===== src/rtl/branch_cmp_bht.sv =====
// Decode-stage branch resolution: signed branch compares, a bimodal table of
// 2-bit saturating counters for fetch prediction, and saturating branch stats.
module branch_cmp_bht #(
    parameter int DATA_W    = 32,
    parameter int PC_W      = 32,
    parameter int BHT_IDX_W = 6,
    parameter int CNT_W     = 32
) (
    input  logic              clk,
    input  logic              resetn,
    input  logic [PC_W-1:0]   pc_f,
    output logic              pred_taken_f,
    input  logic              valid_d,
    input  logic              stall_d,
    input  logic              flush_d,
    input  logic [PC_W-1:0]   pc_d,
    input  logic              pred_taken_d,
    input  logic [5:0]        opD,
    input  logic [4:0]        rtD,
    input  logic [DATA_W-1:0] srca_d,
    input  logic [DATA_W-1:0] srcb_d,
    output logic              is_branch_d,
    output logic              taken_d,
    output logic              res_valid_o,
    output logic              res_taken_o,
    output logic              res_mispredict_o,
    output logic [CNT_W-1:0]  br_cnt_o,
    output logic [CNT_W-1:0]  mis_cnt_o
);
    localparam int BHT_N = 1 << BHT_IDX_W;

    logic [1:0]           bhtMem [BHT_N];
    logic [BHT_IDX_W-1:0] idxF;
    logic [BHT_IDX_W-1:0] idxD;
    logic                 aNeg;
    logic                 aZero;
    logic                 aEqB;
    logic                 resolve;
    logic                 unusedPcBits;

    assign idxF = pc_f[BHT_IDX_W+1:2];
    assign idxD = pc_d[BHT_IDX_W+1:2];
    assign unusedPcBits = ^{pc_f[PC_W-1:BHT_IDX_W+2], pc_f[1:0],
                            pc_d[PC_W-1:BHT_IDX_W+2], pc_d[1:0]};

    // Lookup is a plain array read, so a same-cycle update is not forwarded.
    assign pred_taken_f = bhtMem[idxF][1];

    // Sign and zero tests replace signed magnitude compares against zero.
    assign aNeg  = srca_d[DATA_W-1];
    assign aZero = (srca_d == '0);
    assign aEqB  = (srca_d == srcb_d);

    always_comb begin
        is_branch_d = 1'b0;
        taken_d     = 1'b0;
        case (opD)
            6'b000100: begin is_branch_d = 1'b1; taken_d = aEqB;          end
            6'b000101: begin is_branch_d = 1'b1; taken_d = ~aEqB;         end
            6'b000110: begin is_branch_d = 1'b1; taken_d = aNeg | aZero;  end
            6'b000111: begin is_branch_d = 1'b1; taken_d = ~aNeg & ~aZero; end
            6'b000001: begin
                case (rtD)
                    5'b00000, 5'b10000: begin is_branch_d = 1'b1; taken_d = aNeg;  end
                    5'b00001, 5'b10001: begin is_branch_d = 1'b1; taken_d = ~aNeg; end
                    default: begin is_branch_d = 1'b0; taken_d = 1'b0; end
                endcase
            end
            default: begin is_branch_d = 1'b0; taken_d = 1'b0; end
        endcase
    end

    // valid_d qualifies a decode instruction; it resolves only when neither stalled nor flushed.
    assign resolve = valid_d & is_branch_d & ~stall_d & ~flush_d;

    always_ff @(posedge clk or negedge resetn) begin
        if (!resetn) begin
            for (int i = 0; i < BHT_N; i++) begin
                bhtMem[i] <= 2'b01;
            end
            res_valid_o      <= 1'b0;
            res_taken_o      <= 1'b0;
            res_mispredict_o <= 1'b0;
            br_cnt_o         <= '0;
            mis_cnt_o        <= '0;
        end else begin
            res_valid_o      <= resolve;
            res_taken_o      <= resolve & taken_d;
            res_mispredict_o <= resolve & (taken_d ^ pred_taken_d);
            if (resolve) begin
                if (taken_d && bhtMem[idxD] != 2'b11) begin
                    bhtMem[idxD] <= bhtMem[idxD] + 2'b01;
                end else if (!taken_d && bhtMem[idxD] != 2'b00) begin
                    bhtMem[idxD] <= bhtMem[idxD] - 2'b01;
                end
                if (br_cnt_o != '1) begin
                    br_cnt_o <= br_cnt_o + 1'b1;
                end
                if ((taken_d ^ pred_taken_d) && mis_cnt_o != '1) begin
                    mis_cnt_o <= mis_cnt_o + 1'b1;
                end
            end
        end
    end
endmodule

===== config.mk =====
export PLATFORM = sky130hd
export DESIGN_NAME = branch_cmp_bht
export DESIGN_NICKNAME = d
export VERILOG_FILES = /design/src/rtl/branch_cmp_bht.sv
export SDC_FILE = /design/constraint.sdc
export NUM_CORES = 1
export LEC_CHECK = 0
export ABC_CLOCK_PERIOD_IN_PS = 4300
export BUFFER_PORTS_ARGS = -buffer_cell sky130_fd_sc_hd__clkbuf_2
export CORE_MARGIN = 2
export CORE_UTILIZATION = 56
export DETAILED_ROUTE_END_ITERATION = 10
export PLACE_DENSITY = 0.81
export SYNTH_ARGS = -nofsm -noshare
export SYNTH_HDL_FRONTEND = slang
export SYNTH_SLANG_ARGS = --single-unit

===== constraint.sdc =====
create_clock -name clk -period 4.3 [get_ports clk]
set_input_delay 0.86 -clock clk [delete_from_list [all_inputs] [get_ports clk]]
set_output_delay 0.86 -clock clk [all_outputs]
set_load 0.02 [all_outputs]

==> flow_metrics.tcl, run 1 <==
set metrics [dict create \
    reg2reg_to "bhtMem[35]$_DFFE_PN0P_" \
    powerDensity_mw_per_mm2 318 \
    ys_seq_area_share_pct 47.5 \
    slew_headroom_pct 56.2 \
    grt_pass1_vias 8454 \
    io_pins 215 \
    path_cells "clkbuf_2 -> buf_4 -> nand3_1 -> o22a_1 -> o221ai_1 -> nor3_1 -> o21ai_1 -> or3_1 -> or3_1 -> ha_1 -> nand3_1 -> buf_4 -> nand4_1 -> nor2_1 -> mux2_2" \
    synthesis.nets 1030 \
    area_growth_pct 20.1 \
    min_path_type "in -> async" \
    io_buffers 161 \
    synth_area_sq_mm 0.0104 \
    numCtsBuffers 17 \
    finalNonFillerCells 1325 \
    finClkSkew_ns 0.0100 \
    dieWidth_microns 141 \
    synth_cells 881 \
    synth_edf_count 0 \
    drtIter0Drc 663 \
    first_pass_iters 5 \
    cts_root_buffer "clkbuf_16" \
    ir_worst_vdd_mv 0.331 \
    reg2reg_slack_ns 0.68 \
    layout_common_cells "clkbuf_2 (160), dfrtp_1 (131), mux2_2 (123), dfstp_2 (64), buf_4 (61)" \
    worst_pin_slew_ns 0.653 \
    holdWs_ns 0.415 \
    cts_tree "done" \
    drive_above_1_share_pct 44.7 \
    h-tree-depth 4 \
    setup_viol 0 \
    ant_nets 0 \
    endpoint_kind "flip-flop" \
    gp_congestion 0.922 \
    gr-usage-all-layers_pct 29.3 \
    cts-resized-gates 0 \
    n_antenna_cell 0 \
    crit_family "simple AND/OR/NAND/NOR gates" \
    ys.flop_type "dfrtp_1" \
    status "finished, final reports clean" \
    viasPerCell 6.31 \
    critPathLaunchType "input pin" \
    dp_hpwl_microns 19900 \
    nets 1232 \
    fp.dieH_microns 141 \
    final_util_pct 69.1 \
    crit_arrival_ns 4.29 \
    maxCapViolCount 0 \
    pre_cts_slack_ns 0.000387 \
    dieArea_sq_mm 0.0197 \
    clk_latency_ns 0.44 \
    final_area_sq_mm 0.0125 \
    clk_path_buf_depth 2 \
    cts.sinks 195 \
    drv_slew 0 \
    yosys_warnings 0 \
    drt_wl_total_microns 28400 \
    fin_ws_ns 0.336 \
    final_common_cell "clkbuf_2" \
    drc_errors 0 \
    antenna_found_initial 2 \
    path_buf_inv 3 \
    finalSetupTns_ns 0 \
    synth_seq_cells 195 \
    postSynthAreaPerCell_sq_um 11.8 \
    gr-total-overflow 0 \
    rsz0062_at_grt "false" \
    rows 49 \
    dpl_cell_area_sq_mm 0.0119 \
    p_total_mw 3.99 \
    fin_crit_ns 3.96 \
    synth_cell_types 59 \
    reg2reg_depth 12 \
    crit_type "in -> reg" \
    dp.cells 1293 \
    vias 8363 \
    final-hold-violation-count 0 \
    critPathRequiredTime_ns 4.63 \
    synthArstFlopShare_pct 100 \
    cp_max_fo 9 \
    grt_pass1_wl_microns 45500 \
    cts_hold_buf 0 \
    clk_pin_slew_ns 0.07 \
    cp_slowest_cell "or3_1" \
    grt_max_degree 86 \
    max_stage_delay_ns 0.45 \
    start_util_pct 57.5 \
    core-area_sq_mm 0.0181 \
    fin_crit_sh_pct 92.2 \
    p_leak_nw 5.91 \
    cts_setup_buffers 0 \
    fmax_mhz 252 \
    wl_per_cell_microns 21.4 \
]
-- metal layers --
metal,up-vias,GRT usage (%),wire (microns)
met5,-,0,27
met2,418,47.5,13600
met1,4143,39.0,11500
met3,91,6.94,2350
met4,4,10.4,845
li1,3707,-,-
-- logic make-up (layout without fill, tap and decap cells) --
logic type                 after synthesis  count (layout)  synth area share, %
and+or+nand+nor                        280             280                 15.2
DFF                                    195             195                 47.5
muxes                                  152             152                 18.8
xor gates and xnor gates                97              97                 8.14
AOI/OAI and AO/OA                       96              96                 6.74
buffers and inverters                   57             272                 3.22
adders and majority gates                4               4                0.479
-- cell type report --
class	count	area, sq um
timing repair buffer	233	1490
inverter	7	26.3
multi-input combinational	629	5150
clock buffer	17	425
fill	1306	5610
clock inverter	15	194
sequential	195	4960
tap	229	287
-- report_power, final --
| part | internal (mW) | switching, mW |
|---|---|---|
| combinational | 0.166 | 0.273 |
| clock | 0.935 | 0.758 |
| sequential | 1.85 | 0.0104 |
-- cell usage after synthesis (6+ instances only) --
cell        n  share of area, %
a21oi_1     7              0.34
a221oi_1    8              0.67
a22o_1      8              0.67
a22oi_1    16               1.2
and3_1     18               1.1
buf_6       9              0.97
clkbuf_1   25              0.90
dfrtp_1   131                31
dfstp_2    64                16
inv_1       7              0.25
mux2_1      6              0.65
mux2_2    123                13
mux4_2     22               4.7
nand2_1    37               1.3
nand3_1    26               1.2
nand4_1    58               3.5
nor2_1     57               2.0
nor3_1     16              0.77
nor4_1     27               1.6
o21ai_0     6              0.29
o22ai_1    20               1.2
xnor2_1    37               3.1
xor2_1     60               5.0
-- worst reg2reg max path, cell delays in order (launching register included) --
cell      delay [ns]
dfstp_2         0.53
o22a_1          0.14
o221ai_1        0.12
o31ai_1         0.26
o21ai_1         0.16
or3_1           0.35
or3_1           0.45
ha_1            0.23
nand3_1         0.10
buf_4           0.17
nand4_1         0.29
nor2_1          0.33
mux2_2          0.38
-- how the worst max path moves through the flow --
| stage | from | endpoint | slack, ns | depth (start not counted) |
|---|---|---|---|---|
| finish | pc_d[4] | bhtMem[35]$_DFFE_PN0P_ | 0.34 | 15 |
| detailed placement | pc_d[2] | bhtMem[15]$_DFFE_PN0P_ | 0.0004 | 15 |
| floorplan | pc_f[2] | pred_taken_f | 0.1 | 5 |
| CTS | pc_d[2] | bhtMem[79]$_DFFE_PN0P_ | 0.36 | 15 |
| global route | pc_d[2] | bhtMem[15]$_DFFE_PN0P_ | 0.15 | 15 |
| global placement | pc_d[2] | bhtMem[15]$_DFFE_PN0P_ | 0.03 | 15 |
Note: power is estimated with default switching activity, not from simulation.
==> inputs of run 2 (changes only) <==
--- a/config.mk
+++ b/config.mk
@@ -10,4 +10,5 @@
 export CORE_MARGIN = 2
 export CORE_UTILIZATION = 56
+export CTS_BUF_LIST = sky130_fd_sc_hd__clkbuf_8 sky130_fd_sc_hd__clkbuf_16
 export DETAILED_ROUTE_END_ITERATION = 10
 export PLACE_DENSITY = 0.81
==> constraint.sdc (replaced) <==
create_clock -name clk -period 4.3 [get_ports clk]
set_input_delay 0.86 -clock clk [delete_from_list [all_inputs] [get_ports clk]]
set_output_delay 0.86 -clock clk [all_outputs]
set_load 0.1 [all_outputs]
==> flow_metrics.tcl, run 2 (same netlist as run 1, synthesis figures left out) <==
set metrics [dict create \
    status "finished, final reports clean" \
    gp_congestion 0.919 \
    final-hold-violation-count 0 \
    wl_met2_microns 12800 \
    fin_crit_sh_pct 93.1 \
    io_pins 215 \
    core-area_sq_mm 0.0181 \
    cp_max_fo 12 \
    n_antenna_cell 0 \
    cts-resized-gates 0 \
    powerDensity_mw_per_mm2 311 \
    critPathLaunchType "input pin" \
    h-tree-depth 4 \
    cts_root_buffer "clkbuf_16" \
    dp_hpwl_microns 19600 \
    fin_ws_ns 0.296 \
    fin_crit_ns 4.00 \
    p_leak_nw 5.83 \
    cp_slowest_cell "and3b_1" \
    wl_met1_microns 11600 \
    ir_worst_vdd_mv 0.288 \
    viasPerCell 6.26 \
    min_path_type "reg -> reg" \
    cts_tree "done" \
    critPathRequiredTime_ns 4.63 \
    drt_wl_total_microns 27900 \
    crit_arrival_ns 4.33 \
    area_growth_pct 18.6 \
    dieArea_sq_mm 0.0197 \
    drtIter0Drc 728 \
    pre_cts_slack_ns -0.121 \
    worst_pin_slew_ns 0.978 \
    finalSetupTns_ns 0 \
    final_common_cell "clkbuf_2" \
    clk_pin_slew_ns 0.07 \
    timing.critical_path.mode_cell "buf_4" \
    setup_viol 0 \
    nets 1226 \
    antenna_found_initial 2 \
    p_total_mw 3.85 \
    wl_per_cell_microns 21.1 \
    dieWidth_microns 141 \
    drc_errors 0 \
    slew_headroom_pct 34.8 \
    cts.sinks 195 \
    grt_pass1_wl_microns 45100 \
    rows 49 \
    crit_end "bhtMem[71]$_DFFE_PN0P_" \
    fmax_mhz 250 \
    wl_met3_microns 2490 \
    layout_common_cells "clkbuf_2 (159), dfrtp_1 (131), mux2_2 (123), dfstp_2 (64)" \
    reg2reg_slack_ns 0.75 \
    maxCapViolCount 0 \
    startpoint "pc_d[3]" \
    drive_above_1_share_pct 44.4 \
    numCtsBuffers 17 \
    max_stage_delay_ns 0.62 \
    grt_pass1_vias 8396 \
    fp.dieH_microns 141 \
    cts_setup_buffers 0 \
    reg2reg_to "bhtMem[71]$_DFFE_PN0P_" \
    ant_nets 0 \
    reg2reg_depth 13 \
    vias 8260 \
    clk_latency_ns 0.45 \
    cts_hold_buf 0 \
    rsz0062_at_grt "false" \
    final_util_pct 68.2 \
    io_buffers 161 \
    finClkSkew_ns 0.0139 \
    gr-usage-all-layers_pct 29.0 \
    start_util_pct 57.5 \
    path_cells "clkbuf_2 -> buf_4 -> and3b_1 -> buf_4 -> a22oi_1 -> a31oi_1 -> a21o_1 -> nor4_1 -> buf_4 -> ha_1 -> nand3_1 -> buf_4 -> nand4_1 -> nor2_1 -> mux2_2" \
    gr-total-overflow 0 \
    drv_slew 0 \
    maxUsedRoutingLayer "met5" \
    crit_type "in -> reg" \
    clk_path_buf_depth 2 \
    grt_max_degree 123 \
    first_pass_iters 5 \
    endpoint_kind "flip-flop" \
]
## run 2: cell types whose count changed in the layout (fill, tap and decap cells not counted), sizes merged
| cell | previous run | this run |
|---|---|---|
| buf | 72 | 67 |
| bufinv | 3 | 0 |
| clkinv | 4 | 7 |
| clkbuf | 178 | 177 |
| clkinvlp | 1 | 2 |
| inv | 14 | 13 |
## run 2: through the flow
step	instances	instance area (sq um)	hold WS [ns]
finish	1319	12400	0.492
global route	1319	12400	0.508
CTS	1319	12400	0.489
detailed placement	1287	11800	0.478
global placement	1287	11800	0.473
floorplan	881	10400	0.472
## run 2: layout make-up
| type | count | area [sq um] |
|---|---|---|
| multi-input cells | 629 | 5150 |
| well taps | 229 | 287 |
| clock inverters | 15 | 126 |
| fillers | 1334 | 5770 |
| flip-flops and latches | 195 | 4960 |
| clock buffers | 17 | 425 |
| inverters | 7 | 26.3 |
| repair buffers | 227 | 1400 |
## run 2: power breakdown
group          switching (mW)  leakage [nW]  internal (mW)
Clock                   0.754         0.271          0.757
Sequential             0.0112          2.48           1.85
Combinational           0.315          3.08          0.164
Total                    1.08          5.83           2.77
## run 2: worst max-delay path, delay by kind of cell
family,cells,cell delay [ns]
compound gates,3,0.58
fa+ha+maj,1,0.17
buf+inv,5,0.95
mux,1,0.36
simple gates,5,1.41
## run 2: worst min-delay path by stage
stage	start	to	slack (ns)	cells after the start
floorplan	flip-flop	flip-flop	0.47	2
global placement	mis_cnt_o[23]$_DFFE_PN0P_	mis_cnt_o[23]$_DFFE_PN0P_	0.47	1
detailed placement	mis_cnt_o[23]$_DFFE_PN0P_	mis_cnt_o[23]$_DFFE_PN0P_	0.48	1
CTS	mis_cnt_o[23]$_DFFE_PN0P_	mis_cnt_o[23]$_DFFE_PN0P_	0.49	1
global route	br_cnt_o[6]$_DFFE_PN0P_	br_cnt_o[6]$_DFFE_PN0P_	0.51	1
finish	br_cnt_o[6]$_DFFE_PN0P_	br_cnt_o[6]$_DFFE_PN0P_	0.49	1
## run 2: metal layers
layer / track usage (%) / vias up
met2: 43.8 / 429
met3: 7.66 / 93
met1: 40.1 / 4037
li1: - / 3697
met5: 0 / -
met4: 12.1 / 4
